File: src/rtl/fht_loader_if.sv
// fht_loader_if: sample stream, FHT core write port and status signals of
// the FHT front-end loader. The loader takes the slave modport; whatever
// feeds samples and watches the core status takes the master modport.
interface fht_loader_if #(
  parameter int D_BIT   = 16,
  parameter int A_BIT   = 8,
  parameter int CNT_BIT = 16
);
  logic               iEN;
  logic               iVALID;
  logic [D_BIT-2:0]   iSAMPLE;
  logic               oREADY;
  logic               iFHT_RDY;
  logic [D_BIT-2:0]   oDATA;
  logic [A_BIT-1:0]   oADDR_WR;
  logic               oWE_0;
  logic               oWE_1;
  logic               oWE_2;
  logic               oWE_3;
  logic               oSTART;
  logic               oBUSY;
  logic               oFRAME_DONE;
  logic [CNT_BIT-1:0] oDROP_CNT;

  modport master (
    output iEN, iVALID, iSAMPLE, iFHT_RDY,
    input  oREADY, oDATA, oADDR_WR, oWE_0, oWE_1, oWE_2, oWE_3,
           oSTART, oBUSY, oFRAME_DONE, oDROP_CNT
  );

  modport slave (
    input  iEN, iVALID, iSAMPLE, iFHT_RDY,
    output oREADY, oDATA, oADDR_WR, oWE_0, oWE_1, oWE_2, oWE_3,
           oSTART, oBUSY, oFRAME_DONE, oDROP_CNT
  );
endinterface

File: src/rtl/fht_loader.sv
// fht_loader: front end of the FHT core. Takes ADC samples over a
// valid/ready handshake, spreads each frame of N = 4*2^A_BIT points across
// the core's four input RAM banks, strobes the core's start input once the
// frame is complete and then waits for the core to finish before taking the
// next frame. Samples offered while the loader cannot take them are counted.
// Optional build macro: FHT_LOADER_BITREV_EN stores the frame in
// bit-reversed index order (as the in-place transform expects) instead of
// natural order.
module fht_loader #(
  parameter int D_BIT   = 16,
  parameter int A_BIT   = 8,
  parameter int CNT_BIT = 16
) (
  input  logic          iCLK,
  input  logic          iRESET,
  fht_loader_if.slave   bus
);

  localparam int IDX_BIT = A_BIT + 2;
  localparam logic [IDX_BIT-1:0] LAST_IDX = '1;

  typedef enum logic [1:0] {S_IDLE, S_LOAD, S_START, S_WAIT} state_t;

  state_t             state;
  state_t             state_nxt;
  logic [IDX_BIT-1:0] idx;
  logic [IDX_BIT-1:0] idx_nxt;
  logic [IDX_BIT-1:0] map_idx;
  logic               accept;
  logic [D_BIT-2:0]   data_q;
  logic [A_BIT-1:0]   addr_q;
  logic [3:0]         we_q;
  logic               busy_q;
  logic               done_q;
  logic [CNT_BIT-1:0] drop_q;

  // Ready is a pure decode of the state register, so iVALID never reaches it
  assign accept = (state == S_LOAD) && bus.iVALID;

`ifdef FHT_LOADER_BITREV_EN
  // Reverse the sample index across all A_BIT+2 bits to get its RAM slot
  always_comb begin
    map_idx = '0;
    for (int i = 0; i < IDX_BIT; i++) begin
      map_idx[i] = idx[IDX_BIT-1-i];
    end
  end
`else
  assign map_idx = idx;
`endif

  // Frame sequencing: next state and next sample index
  always_comb begin
    state_nxt = state;
    idx_nxt   = idx;
    case (state)
      S_IDLE: begin
        if (bus.iEN) state_nxt = S_LOAD;
      end
      S_LOAD: begin
        if (accept) begin
          if (idx == LAST_IDX) begin
            state_nxt = S_START;
            idx_nxt   = '0;
          end else begin
            idx_nxt = idx + 1'b1;
          end
        end else if (!bus.iEN && (idx == '0)) begin
          state_nxt = S_IDLE;
        end
      end
      S_START: begin
        state_nxt = S_WAIT;
      end
      S_WAIT: begin
        if (bus.iFHT_RDY) state_nxt = bus.iEN ? S_LOAD : S_IDLE;
      end
      default: begin
        state_nxt = S_IDLE;
      end
    endcase
  end

  // State and index registers; reset abandons any partial frame
  always_ff @(posedge iCLK or negedge iRESET) begin
    if (!iRESET) begin
      state <= S_IDLE;
      idx   <= '0;
    end else begin
      state <= state_nxt;
      idx   <= idx_nxt;
    end
  end

  // Registered write port: one bank enable for one cycle after each accept
  always_ff @(posedge iCLK or negedge iRESET) begin
    if (!iRESET) begin
      data_q <= '0;
      addr_q <= '0;
      we_q   <= '0;
    end else begin
      we_q <= '0;
      if (accept) begin
        data_q <= bus.iSAMPLE;
        addr_q <= map_idx[A_BIT+1:2];
        we_q   <= 4'b0001 << map_idx[1:0];
      end
    end
  end

  // Busy spans first accept to core completion; frame-done echoes the core
  always_ff @(posedge iCLK or negedge iRESET) begin
    if (!iRESET) begin
      busy_q <= 1'b0;
      done_q <= 1'b0;
    end else begin
      done_q <= (state == S_WAIT) && bus.iFHT_RDY;
      if (accept && (idx == '0)) begin
        busy_q <= 1'b1;
      end else if ((state == S_WAIT) && bus.iFHT_RDY) begin
        busy_q <= 1'b0;
      end
    end
  end

  // Saturating count of samples offered while a frame is with the core
  always_ff @(posedge iCLK or negedge iRESET) begin
    if (!iRESET) begin
      drop_q <= '0;
    end else if (bus.iVALID && ((state == S_START) || (state == S_WAIT))
                 && (drop_q != '1)) begin
      drop_q <= drop_q + 1'b1;
    end
  end

  assign bus.oREADY      = (state == S_LOAD);
  assign bus.oSTART      = (state == S_START);
  assign bus.oDATA       = data_q;
  assign bus.oADDR_WR    = addr_q;
  assign bus.oWE_0       = we_q[0];
  assign bus.oWE_1       = we_q[1];
  assign bus.oWE_2       = we_q[2];
  assign bus.oWE_3       = we_q[3];
  assign bus.oBUSY       = busy_q;
  assign bus.oFRAME_DONE = done_q;
  assign bus.oDROP_CNT   = drop_q;

endmodule
File: src/flat_wrapper.sv
// flat-port wrapper written by rule: the top's interface ports become plain ports
module fht_loader_flat 
#(
  parameter int D_BIT   = 16,
  parameter int A_BIT   = 8,
  parameter int CNT_BIT = 16
)
  (iCLK, iRESET, bus_iEN, bus_iVALID, bus_iSAMPLE, bus_iFHT_RDY, bus_oREADY, bus_oDATA, bus_oADDR_WR, bus_oWE_0, bus_oWE_1, bus_oWE_2, bus_oWE_3, bus_oSTART, bus_oBUSY, bus_oFRAME_DONE, bus_oDROP_CNT);
  fht_loader_if #(.D_BIT(D_BIT), .A_BIT(A_BIT), .CNT_BIT(CNT_BIT)) bus_i ();
  input  logic iCLK;
  input  logic iRESET;
  input wire logic [$bits(bus_i.iEN)-1:0] bus_iEN;
  input wire logic [$bits(bus_i.iVALID)-1:0] bus_iVALID;
  input wire logic [$bits(bus_i.iSAMPLE)-1:0] bus_iSAMPLE;
  input wire logic [$bits(bus_i.iFHT_RDY)-1:0] bus_iFHT_RDY;
  output wire logic [$bits(bus_i.oREADY)-1:0] bus_oREADY;
  output wire logic [$bits(bus_i.oDATA)-1:0] bus_oDATA;
  output wire logic [$bits(bus_i.oADDR_WR)-1:0] bus_oADDR_WR;
  output wire logic [$bits(bus_i.oWE_0)-1:0] bus_oWE_0;
  output wire logic [$bits(bus_i.oWE_1)-1:0] bus_oWE_1;
  output wire logic [$bits(bus_i.oWE_2)-1:0] bus_oWE_2;
  output wire logic [$bits(bus_i.oWE_3)-1:0] bus_oWE_3;
  output wire logic [$bits(bus_i.oSTART)-1:0] bus_oSTART;
  output wire logic [$bits(bus_i.oBUSY)-1:0] bus_oBUSY;
  output wire logic [$bits(bus_i.oFRAME_DONE)-1:0] bus_oFRAME_DONE;
  output wire logic [$bits(bus_i.oDROP_CNT)-1:0] bus_oDROP_CNT;
  assign bus_i.iEN = bus_iEN;
  assign bus_i.iVALID = bus_iVALID;
  assign bus_i.iSAMPLE = bus_iSAMPLE;
  assign bus_i.iFHT_RDY = bus_iFHT_RDY;
  assign bus_oREADY = bus_i.oREADY;
  assign bus_oDATA = bus_i.oDATA;
  assign bus_oADDR_WR = bus_i.oADDR_WR;
  assign bus_oWE_0 = bus_i.oWE_0;
  assign bus_oWE_1 = bus_i.oWE_1;
  assign bus_oWE_2 = bus_i.oWE_2;
  assign bus_oWE_3 = bus_i.oWE_3;
  assign bus_oSTART = bus_i.oSTART;
  assign bus_oBUSY = bus_i.oBUSY;
  assign bus_oFRAME_DONE = bus_i.oFRAME_DONE;
  assign bus_oDROP_CNT = bus_i.oDROP_CNT;
  fht_loader #(.D_BIT(D_BIT), .A_BIT(A_BIT), .CNT_BIT(CNT_BIT)) u_core (.iCLK(iCLK), .iRESET(iRESET), .bus(bus_i));
endmodule
File: config.mk
export PLATFORM = sky130hd
export DESIGN_NAME = fht_loader_flat
export DESIGN_NICKNAME = d
export VERILOG_FILES = /design/src/rtl/fht_loader_if.sv /design/src/rtl/fht_loader.sv /design/src/flat_wrapper.sv
export SDC_FILE = /design/constraint.sdc
export NUM_CORES = 1
export LEC_CHECK = 0
export BUFFER_PORTS_ARGS = -buffer_cell sky130_fd_sc_hd__clkbuf_2
export CORE_MARGIN = 1
export CORE_UTILIZATION = 47
export CTS_CLUSTER_SIZE = 25
export DETAILED_ROUTE_END_ITERATION = 6
export PLACE_DENSITY_LB_ADDON = 0.12
export SLEW_MARGIN = 20
export SYNTH_ARGS = -nofsm -noshare
export SYNTH_HDL_FRONTEND = slang
export SYNTH_SLANG_ARGS = --single-unit
File: constraint.sdc
create_clock -name iCLK -period 1.6 [get_ports iCLK]
set_input_delay 0.32 -clock iCLK [delete_from_list [all_inputs] [get_ports iCLK]]
set_output_delay 0.32 -clock iCLK [all_outputs]
set_load 0.05 [all_outputs]
After elaboration in Yosys (flattened, before gate mapping)
Index checks and enable logic that the tools add are counted.
{"block": "classes", "addsub": 2, "eq_ne": 9, "shift": 1, "n_mux": 11, "n_reduce_logical": 13}
{"cell": "adder 16 x 1 -> 16 bit (second input constant)", "n": 1}
{"cell": "!= test 16 bit (second input constant)", "n": 1}
{"cell": "adder 10 x 1 -> 10 bit (second input constant)", "n": 1}
{"cell": "equality test 10 bit (second input constant)", "n": 1}
{"cell": "logical NOT 10 bit", "n": 1}
{"cell": "two-way mux 10 bit", "n": 1}
{"cell": "two-way mux 2 bit", "n": 5}
{"cell": "one-hot mux 2 bit (4 select lines)", "n": 1}
{"cell": "logical AND 1 bit", "n": 6}
{"cell": "equality test 2 bit (second input constant)", "n": 2}
{"cell": "two-way mux 4 bit", "n": 1}
{"cell": "!= test 2 bit (second input constant)", "n": 2}
{"cell": "AND reduction 4 bit", "n": 1}
{"cell": "left shift 1 x 2 -> 4 bit (first input constant)", "n": 1}
{"cell": "two-way mux 1 bit", "n": 3}
{"cell": "!= test 3 x 1 -> 1 bit (second input constant)", "n": 1}
{"cell": "!= test 3 bit (second input constant)", "n": 1}
{"cell": "equality test 2 x 1 -> 1 bit (second input constant)", "n": 1}
{"cell": "logical NOT 2 bit", "n": 1}
{"cell": "AND reduction 2 bit", "n": 1}
{"cell": "nonzero test 2 bit", "n": 1}
{"cell": "logical NOT 1 bit", "n": 1}
{"cell": "logical OR 1 bit", "n": 1}
{"block": "word_totals", "reg_bits": 57, "input_bits": 20}

Logic depth before layout (Yosys ltp)
Gate-level depths: netlist of run 1.
{"block": "logic_depth", "ltp_word": 5, "mapped_depth": 6, "mapped_depth_nobuf": 6}

Worst setup path before layout of run 1
Ideal clock, no wire load.
{"block": "synth_timing", "path_kind": "flip-flop to flip-flop", "from": "reg u_core.drop_q[0] (netlist: u_core.bus.oDROP_CNT[0])", "to": "reg u_core.drop_q[1] (netlist: u_core.bus.oDROP_CNT[1])", "setup_time_ns": 0.125, "t_arrival_ns": 1.968, "slack_ns": -0.493, "path_stages_with_launch": 6, "path_buffers": 0, "period_less_slack_ns": 2.093, "cell_sequence": "dfrtp_1 > ha_1 > nand4_4 > or4_4 > nand3_2 > mux2_4"}
{"block": "synth_via", "elab_chain_len": 2, "elab_cells_between_ends": 3, "cone_classes": "add/sub: 1; eq/ne: 1; reduce/logical: 1"}
{"element": "start: declaration", "line_no": "fht_loader.sv:35", "source": "logic [CNT_BIT-1:0] drop_q;"}
{"element": "start signal: assignment", "line_no": "fht_loader.sv:132", "source": "drop_q <= drop_q + 1'b1;"}
{"element": "branches (longest 2 deep; another with adder 16 x 1 -> 16 bit)"}
Several ways; the timed one is not identified.
A chain may end at the register's enable or synchronous reset.

Worst setup path after layout of run 1
{"block": "layout_timing", "from": "reg u_core.drop_q[9] (netlist: u_core.bus.oDROP_CNT[9])", "to": "reg u_core.drop_q[1] (netlist: u_core.bus.oDROP_CNT[1])"}
{"block": "layout_via", "elab_chain_len": 2}
{"element": "!= test 16 bit", "line_no": "fht_loader.sv:131", "source": "&& (drop_q != '1)) begin"}
{"element": "logical AND 1 bit", "line_no": "fht_loader.sv:131"}
No other way between the ends.

==> results of run 1 <==
through the flow:
| stage | setup WS (ns) | power [W] | utilization | cells |
|---|---|---|---|---|
| 2_1_floorplan | -0.201 | 0.00246 | - | 250 |
| 3_3_place_gp | 0.0113 | 0.00280 | 0.622 | 412 |
| 3_5_place_dp | -0.00502 | 0.00281 | 0.622 | 412 |
| 4_1_cts | -0.0138 | 0.00399 | 0.656 | 428 |
| 5_1_grt | -0.0224 | 0.00421 | 0.672 | 433 |
| 6_report | 0.0189 | 0.00398 | 0.672 | 433 |
synthesized netlist by cell type (all sizes together):
cell type | n | share of area
nand2 | 76 | 0.11
dfrtp | 57 | 0.57
xnor2 | 11 | 0.038
nand3 | 10 | 0.022
nand4 | 9 | 0.033
nor2 | 9 | 0.013
nor3 | 9 | 0.018
inv | 8 | 0.012
xor2 | 7 | 0.024
clkbuf | 5 | 0.0075
ha | 5 | 0.025
nor4 | 5 | 0.015
and3 | 4 | 0.010
buf | 4 | 0.0075
o21ai | 4 | 0.0080
a21o | 3 | 0.0090
and2 | 3 | 0.0075
and4 | 3 | 0.011
a21oi | 2 | 0.0040
a41oi | 2 | 0.0070
o21a | 2 | 0.0060
o22ai | 2 | 0.0050
and3b | 1 | 0.0035
mux2 | 1 | 0.0060
nand2b | 1 | 0.0025
nand3b | 1 | 0.0030
nor2b | 1 | 0.0025
nor3b | 1 | 0.0030
nor4b | 1 | 0.0035
o211ai | 1 | 0.0030
o41ai | 1 | 0.0035
or4 | 1 | 0.0045
flip-flops by register name, indices dropped and copies added, names as in the netlist, named ones only:
signal and count:
u_core.bus.oDROP_CNT 16, u_core.bus.oDATA 15, u_core.idx 10, u_core.bus.oADDR_WR 8
u_core.we_q 4, u_core.bus.oBUSY 1, u_core.bus.oFRAME_DONE 1, u_core.state 1
power groups by stage:
stage               Sequential, W  Clock, W  Combinational (W)
detailed placement        0.00178         0            0.00103
CTS                       0.00175   0.00120            0.00104
global route              0.00179   0.00126            0.00115
finish                    0.00176   0.00116            0.00105
floorplan                 0.00218         0           0.000285
global placement          0.00178         0            0.00103
layer usage:
layer  routed length [um]  track usage
met5                    0            0
met4                   64       0.0881
met3                  287       0.0375
met2                 2390        0.321
met1                 2610        0.291
how the worst min path moves through the flow:
stage	startpoint	end	slack (ns)	cells after the start
2_1_floorplan	iRESET	async pin	0.02	0
3_3_place_gp	iRESET	u_core.bus.oDROP_CNT[13]	0.35	2
4_1_cts	iRESET	u_core.bus.oDATA[11]	0.007	2
3_5_place_dp	iRESET	u_core.bus.oDROP_CNT[13]	0.35	2
6_report	iRESET	u_core.bus.oDROP_CNT[13]	-0.006	2
5_1_grt	iRESET	u_core.state[0]	0.03	2
layout make-up:
| cell class | instances | area [um2] |
|---|---|---|
| Fill cell | 445 | 1690 |
| Sequential cell | 57 | 1450 |
| Multi-Input combinational cell | 176 | 1040 |
| Timing Repair Buffer | 106 | 673 |
| Clock buffer | 13 | 159 |
| Tap cell | 70 | 87.6 |
| Inverter | 8 | 30.0 |
| Clock inverter | 3 | 15.0 |
kinds of logic after synthesis:
kind of cell	count (synthesis)	share of synthesized area
compound gates	17	0.0453
buf+inv	17	0.0269
mux	1	0.00598
flops	57	0.568
simple gates	135	0.266
fa+ha+maj	5	0.0249
xor+xnor	18	0.0628
what timing repair did:
item                                    CTS  global route
cloned                                    0             1
pin swaps                                 0             0
setup buffers                             0             4
resized for setup                         0             9
endpoints found under the setup margin    1             5
worst max-delay path, delay by kind of cell, from the launching register on:
kind             cells  cell delay (ns)
multiplexers         1             0.29
AND/OR/NAND/NOR      3             0.81
flip-flops           1             0.37
==> flow_summary.toml, run 1 <==
[route]
via_per_inst = 4.94
num_vias = 2137
drt-initial-drc-count = 111
avgRoutedWirePerCell_um = 12.3
drtPass1Iterations = 4
routed_wl_um = 5350
drcViolationCount = 0
ant_nets = 0

[run_status]
violations = "negative hold slack"
status = "finished, violations left"

[critical_path]
crit_path_end_kind = "flip-flop"
cp_data_required_time_ns = 1.80
slowest_stage = "or4_4"
reg2reg_setup_slack_ns = 0.02
critPathMaxStageDelay_ns = 0.57
critPathKind = "flip-flop to flip-flop"
rr_worst_depth = 4
regToRegStartpoint = "u_core.bus.oDROP_CNT[9]"
crit_chain = "nand4_2 -> or4_4 -> nand3_2 -> mux2_4"
crit_path_start_kind = "flip-flop"
worstReg2RegEnd = "u_core.bus.oDROP_CNT[1]"
startpoint = "u_core.bus.oDROP_CNT[9]"
crit_fanout = 2
cp.arrival_ns = 1.78
worstSetupEndpoint = "u_core.bus.oDROP_CNT[1]"

[layout]
diodes = 0
final_common_cell = "nand2_1"
area_growth_pct = 37.6
fin_nets = 383
final_cell_mix = "76 x nand2_1, 64 x clkbuf_2, 41 x dfrtp_1"
stdcell_area_um2 = 3450
drive_gt1_frac = 0.405

[place]
hpwl_um = 3750
postPlaceCellArea_um2 = 3200
gp_congestion = 0.856
io_buffers = 66

[die]
start_util = 0.489
core_um2 = 5140
die_area_um2 = 5640
core.rowCount = 26
num_io_pins = 67
fp.dieH_um = 75.1
die_w_um = 75.1

[timing]
drv_slew = 0
grt_setup_unrepaired = "true"
max_freq_mhz = 632
clock_skew_ns = 0.00566
worst_slew_pin_slew_ns = 0.459
setup_viol = 0
slew_headroom = 0.691
fin_crit_sh = 0.988
timing.final.crit_period_ns = 1.58
fin_tns_setup_ns = 0
fin_hold_ws_ns = -0.00551
hold_violations = 5

[clock_network]
clock_latency_ns = 0.32
htree_levels = 3
cts_hold_buf = 0
cts_buffers = 9
clkSinkCount = 57
cts.path.max_buffers = 2
cts_tree = "yes"
clk_pin_slew_ns = 0.06
cts_root_buf = "clkbuf_8"

[pwr]
powerDensity_nw_per_um2 = 1150
switching_share = 0.350
power_frac_clock = 0.292
power.leakage_nw = 1.85
peakVddDrop_uv = 710
combPwrFrac = 0.265
p_seq_frac = 0.443
p_sw_w = 0.00139
internal_power_w = 0.00258

[synth]
syn-instance-count = 250
synthDistinctLibCells = 38
synth_nets = 275
syn_area_um2 = 2510
yosysWarnings = 0
avgSynthCellArea_um2 = 10.0
ys_seq_elements = 57
seq_area_frac_synth = 0.568

[global_route]
grt_pass1_wl_um = 8740
grtUsageTotal = 0.208
grt_pass1_vias = 1909
antenna_found_initial = 0
grt_overflow = 0
grt_max_degree = 58

[flow_run]
cap_violations = 0

[worst_hold_path]
hp-class = "primary input to async pin"
(Power assumes the default switching activity.)
==> run 2: changes to the inputs <==
--- a/config.mk
+++ b/config.mk
@@ -7,7 +7,7 @@
 export LEC_CHECK = 0
 export BUFFER_PORTS_ARGS = -buffer_cell sky130_fd_sc_hd__clkbuf_2
 export CORE_MARGIN = 1
-export CORE_UTILIZATION = 47
+export CORE_UTILIZATION = 45
 export CTS_CLUSTER_SIZE = 25
 export DETAILED_ROUTE_END_ITERATION = 6
 export PLACE_DENSITY_LB_ADDON = 0.12
==> run 2 against run 1 <==
  * The run now ends clean
  * Flip-flop and latch count unchanged
  * Sequential share of layout area decreased by 0.14 points
  * Via count decreased by 2.9%
  * Total power increased by 5.7%
  * Count of clock-buffer cells in the layout decreased by 1
  * Non-clock buffer count decreased by 5
  * Utilization decreased by 1.0 points
  * Maximum frequency about the same
  * Critical path depth increased by 1
==> flow_summary.toml, run 2 (synthesis gave the netlist of run 1 again) <==
[global_route]
grt_overflow = 0
antenna_found_initial = 0
grt_pass1_vias = 2061
grtUsageTotal = 0.203
grt_pass1_wl_um = 9340
grt_max_degree = 58

[route]
drt-initial-drc-count = 104
drcViolationCount = 0
routed_wl_um = 5410
avgRoutedWirePerCell_um = 12.6
drtPass1Iterations = 4
num_vias = 2075
via_per_inst = 4.85
ant_nets = 0

[pwr]
power.leakage_nw = 1.85
peakVddDrop_uv = 876
powerDensity_nw_per_um2 = 1210

[clock_network]
cts_buffers = 9
cts_tree = "yes"
clk_pin_slew_ns = 0.07
clock_latency_ns = 0.33
htree_levels = 3
clkSinkCount = 57
cts.path.max_buffers = 2
cts_root_buf = "clkbuf_8"

[worst_hold_path]
hp-class = "primary input to flip-flop"
hp-start = "bus_iSAMPLE[4]"

[flow_run]
cap_violations = 0

[die]
fp.dieH_um = 76.7
core.rowCount = 26
die_w_um = 76.7
die_area_um2 = 5880
start_util = 0.479
core_um2 = 5240
num_io_pins = 67

[place]
gp_congestion = 0.792
hpwl_um = 3850
postPlaceCellArea_um2 = 3190
place_ws_ns = -0.0171
io_buffers = 66
place_inst = 409

[layout]
post-route-util = 0.662
drive_gt1_frac = 0.402
largest_reg_flops = 16
final_cell_mix = "76 x nand2_1, 64 x clkbuf_2, 41 x dfrtp_1"
diodes = 0
area_growth_pct = 38.0
stdcell_area_um2 = 3470
final_common_cell = "nand2_1"
final_cells = 428
fin_nets = 378
n_fill_cell = 432

[run_status]
status = "finished clean"

[timing]
fin_crit_sh = 0.988
setup_viol = 0
grt_setup_unrepaired = "true"
fin_ws_ns = 0.0194
hold_violations = 0
fin_tns_setup_ns = 0
worst_slew_pin_slew_ns = 0.472
clock_skew_ns = 0.0100
drv_slew = 0
timing.final.crit_period_ns = 1.58
slew_headroom = 0.682
max_freq_mhz = 633

[critical_path]
critPathKind = "flip-flop to flip-flop"
startpoint = "u_core.bus.oDROP_CNT[1]"
cp.arrival_ns = 1.80
cp_data_required_time_ns = 1.82
crit_fanout = 3
regToRegStartpoint = "u_core.bus.oDROP_CNT[1]"
crit_path_start_kind = "flip-flop"
crit_path_end_kind = "flip-flop"
-- run 2: changes by cell type in the layout (fill, tap and decap cells not counted), sizes merged --
cell	before	now
clkinv	3	1
clkinvlp	0	2
buf	40	34
bufinv	0	1
dlygate4sd3	0	1
clkbuf	79	78
-- run 2: what timing repair did --
item	4_1_cts	5_1_grt
hold buffers	1	0
buffers inserted	0	2
gates resized for setup	2	5
setup endpoints to repair	3	5
hold endpoints to repair	52	0
-- run 2: per-layer routing --
| layer | track usage | part of all wire | vias up |
|---|---|---|---|
| met5 | 0 | 0 | - |
| met3 | 0.0440 | 0.041 | 11 |
| met2 | 0.298 | 0.44 | 52 |
| met4 | 0.121 | 0.022 | 0 |
| met1 | 0.276 | 0.50 | 962 |
| li1 | - | - | 1050 |
-- run 2: power breakdown --
| part | internal [W] | switching, W |
|---|---|---|
| logic | 0.000304 | 0.000715 |
| registers | 0.00162 | 0.000161 |
| clock network | 0.000843 | 0.000563 |
-- run 2: path summary, 6_finish.rpt --
| kind | endpoint | slack (ns) | depth (start not counted) |
|---|---|---|---|
| max | u_core.bus.oDROP_CNT[1] | 0.02 | 5 |
| min | u_core.bus.oDATA[4] | 0.17 | 3 |
| max reg2reg | u_core.bus.oDROP_CNT[1] | 0.02 | 5 |
| min reg2reg | u_core.bus.oDATA[8] | 0.47 | 2 |
| max in group asynchronous | u_core.bus.oDROP_CNT[8] | 0.82 | 3 |
| min in group asynchronous | u_core.bus.oDROP_CNT[10] | 0.52 | 3 |
-- run 2: critical path: stages (launching register included) --
cell and delay [ns]:
dfrtp_2 0.39, ha_4 0.16, nand4_4 0.08, or4_4 0.44
nand3_2 0.11, mux2_4 0.30
-- run 2: area by class of cell --
type | count | area, um2 | share of cell area
clock inverters | 4 | 50.0 | 0.0144
clock buffers | 12 | 165 | 0.0477
multi-input cells | 176 | 1060 | 0.305
repair buffers | 101 | 629 | 0.182
flip-flops and latches | 57 | 1450 | 0.417
inverters | 8 | 30.0 | 0.00866
well taps | 70 | 87.6 | 0.0253
-- run 2: metrics by stage --
| step | total power (W) | hold slack, ns |
|---|---|---|
| global placement | 0.00279 | 0.348 |
| global route | 0.00442 | 0.179 |
| floorplan | 0.00246 | 0.0244 |
| CTS | 0.00424 | 0.158 |
| detailed placement | 0.00281 | 0.349 |
| finish | 0.00421 | 0.175 |
==> run 3: changes to the inputs <==
--- a/config.mk
+++ b/config.mk
@@ -5,11 +5,11 @@
 export SDC_FILE = /design/constraint.sdc
 export NUM_CORES = 1
 export LEC_CHECK = 0
-export BUFFER_PORTS_ARGS = -buffer_cell sky130_fd_sc_hd__clkbuf_2
 export CORE_MARGIN = 1
 export CORE_UTILIZATION = 45
 export CTS_CLUSTER_SIZE = 25
 export DETAILED_ROUTE_END_ITERATION = 6
+export DONT_BUFFER_PORTS = 1
 export PLACE_DENSITY_LB_ADDON = 0.12
 export SLEW_MARGIN = 20
 export SYNTH_ARGS = -nofsm -noshare
==> run 3 against run 2 <==
  * The run now ends with negative hold slack left
  * Register-to-register slack about the same
  * Non-clock buffer count is 58 lower
  * Wire length fell by 2.9%
  * Worst setup slack worse by 0.0074 ns
  * Via count fell by 7.0%
  * Critical endpoint unchanged
  * Largest cell class unchanged
==> flow_summary.toml, run 3 (synthesis gave the netlist of run 1 again) <==
[run_status]
status = "finished, violations left"
violations = "negative hold slack"

[timing]
hold_violations = 57
fin_tns_setup_ns = 0
fin_crit_sh = 0.992
clock_skew_ns = 0.00581
fin_hold_ws_ns = -0.313
setup_viol = 0
slew_headroom = 0.671
drv_slew = 0
grt_setup_unrepaired = "true"
worst_slew_pin_slew_ns = 0.494
timing.final.crit_period_ns = 1.59
max_freq_mhz = 630

[global_route]
antenna_found_initial = 0
grt_pass1_wl_um = 9060
grt_overflow = 0
grt_pass1_vias = 1930
grtUsageTotal = 0.199
grt_max_degree = 58

[die]
die_area_um2 = 5880
fp.dieH_um = 76.7
core.rowCount = 26
start_util = 0.479
core_um2 = 5240
num_io_pins = 67
die_w_um = 76.7

[critical_path]
critPathKind = "flip-flop to flip-flop"
slowest_stage = "or4_4"
cp_data_required_time_ns = 1.81
cp.buffers_inverters = 0
critPathMaxStageDelay_ns = 0.44
crit_chain = "ha_4 -> nand4_4 -> or4_4 -> nand3_2 -> mux2_4"
crit_path_start_kind = "flip-flop"
crit_fanout = 3
crit_path_end_kind = "flip-flop"
crit_family = "simple AND/OR/NAND/NOR gates"
cp.arrival_ns = 1.80

[worst_hold_path]
hp-class = "primary input to async pin"

[place]
gp_congestion = 0.808
place_inst = 353
io_buffers = 0
hpwl_um = 3760

[layout]
area_growth_pct = 26.7
final_common_cell = "nand2_1"
diodes = 0
largest_reg_flops = 16
fin_nets = 320
final_cell_mix = "76 x nand2_1, 41 x dfrtp_1, 39 x buf_4"
n_fill_cell = 449
seqCellArea_um2 = 1450
final_cells = 369
multi_input_area_um2 = 1060
drive_gt1_frac = 0.288

[route]
via_per_inst = 5.23
avgRoutedWirePerCell_um = 14.2
routed_wl_um = 5250
num_vias = 1929
drtPass1Iterations = 4
drt-initial-drc-count = 75
ant_nets = 0
drcViolationCount = 0

[clock_network]
clock_latency_ns = 0.33
cts_root_buf = "clkbuf_8"
clk_pin_slew_ns = 0.06
cts.path.max_buffers = 2
clkSinkCount = 57
cts_tree = "yes"
cts_buffers = 9
htree_levels = 3

[pwr]
combPwrFrac = 0.104
power.leakage_nw = 1.59
powerDensity_nw_per_um2 = 1280
switching_share = 0.330
peakVddDrop_uv = 657
internal_power_w = 0.00272
power_frac_clock = 0.353
p_seq_frac = 0.543
p_sw_w = 0.00134

[flow_run]
cap_violations = 0
run 3: changes by cell type in the layout (fill, tap and decap cells not counted), sizes merged:
| cell | delta |
|---|---|
| buf | +9 |
| bufinv | +1 |
| clkbuf | -66 |
| clkinvlp | -2 |
| dlygate4sd3 | -1 |
run 3: per-layer routing:
layer | routed length, um | global-route usage | vias to the layer above
li1 | - | - | 928
met1 | 2420 | 0.269 | 936
met2 | 2480 | 0.304 | 56
met3 | 271 | 0.0440 | 9
met4 | 82 | 0.0981 | 0
met5 | 0 | 0 | -
run 3: final cells by class:
class                           count  share of cell area
Sequential cell                    57               0.455
Multi-Input combinational cell    176               0.332
Clock buffer                       12              0.0456
Tap cell                           70              0.0275
Inverter                            8             0.00944
Timing Repair Buffer               43               0.110
Clock inverter                      3              0.0205
run 3: what timing repair did:
action                                 CTS  global route
setup endpoints to repair                1             9
setup buffers                            0             1
cloned                                   0             0
endpoints found under the hold margin   57            57
resized for setup                        1             8
run 3: final timing paths:
check	start	to	slack [ns]	depth (start not counted)
worst max-delay path	u_core.bus.oDROP_CNT[1]	u_core.bus.oDROP_CNT[1]	0.01	5
worst min-delay path	iRESET	u_core.bus.oADDR_WR[1]	-0.31	0
worst max register to register	u_core.bus.oDROP_CNT[1]	u_core.bus.oDROP_CNT[1]	0.01	5
worst min register to register	u_core.idx[8]	u_core.idx[8]	0.55	1
max in group asynchronous	iRESET	u_core.bus.oDROP_CNT[11]	1.80	0
min in group iCLK	bus_iSAMPLE[2]	u_core.bus.oDATA[2]	0.09	2
run 3: through the flow:
step	hold WS, ns	power [W]	util	setup slack, ns	cell area, um2
final	-0.313	0.00406	0.607	0.0120	3180
after global routing	-0.334	0.00424	0.607	-0.0370	3180
after CTS	-0.331	0.00409	0.599	0.0142	3140
after detailed placement	0.0257	0.00265	0.558	0.00512	2920
after global placement	0.0256	0.00262	0.558	0.0337	2920
after floorplan	0.0244	0.00246	-	-0.201	2540
run 3: power by group through the flow:
| stage | clock network, W | logic [W] | registers (W) |
|---|---|---|---|
| floorplan | 0 | 0.000285 | 0.00218 |
| global placement | 0 | 0.000395 | 0.00223 |
| detailed placement | 0 | 0.000416 | 0.00223 |
| CTS | 0.00147 | 0.000416 | 0.00220 |
| global route | 0.00153 | 0.000485 | 0.00223 |
| finish | 0.00143 | 0.000423 | 0.00221 |
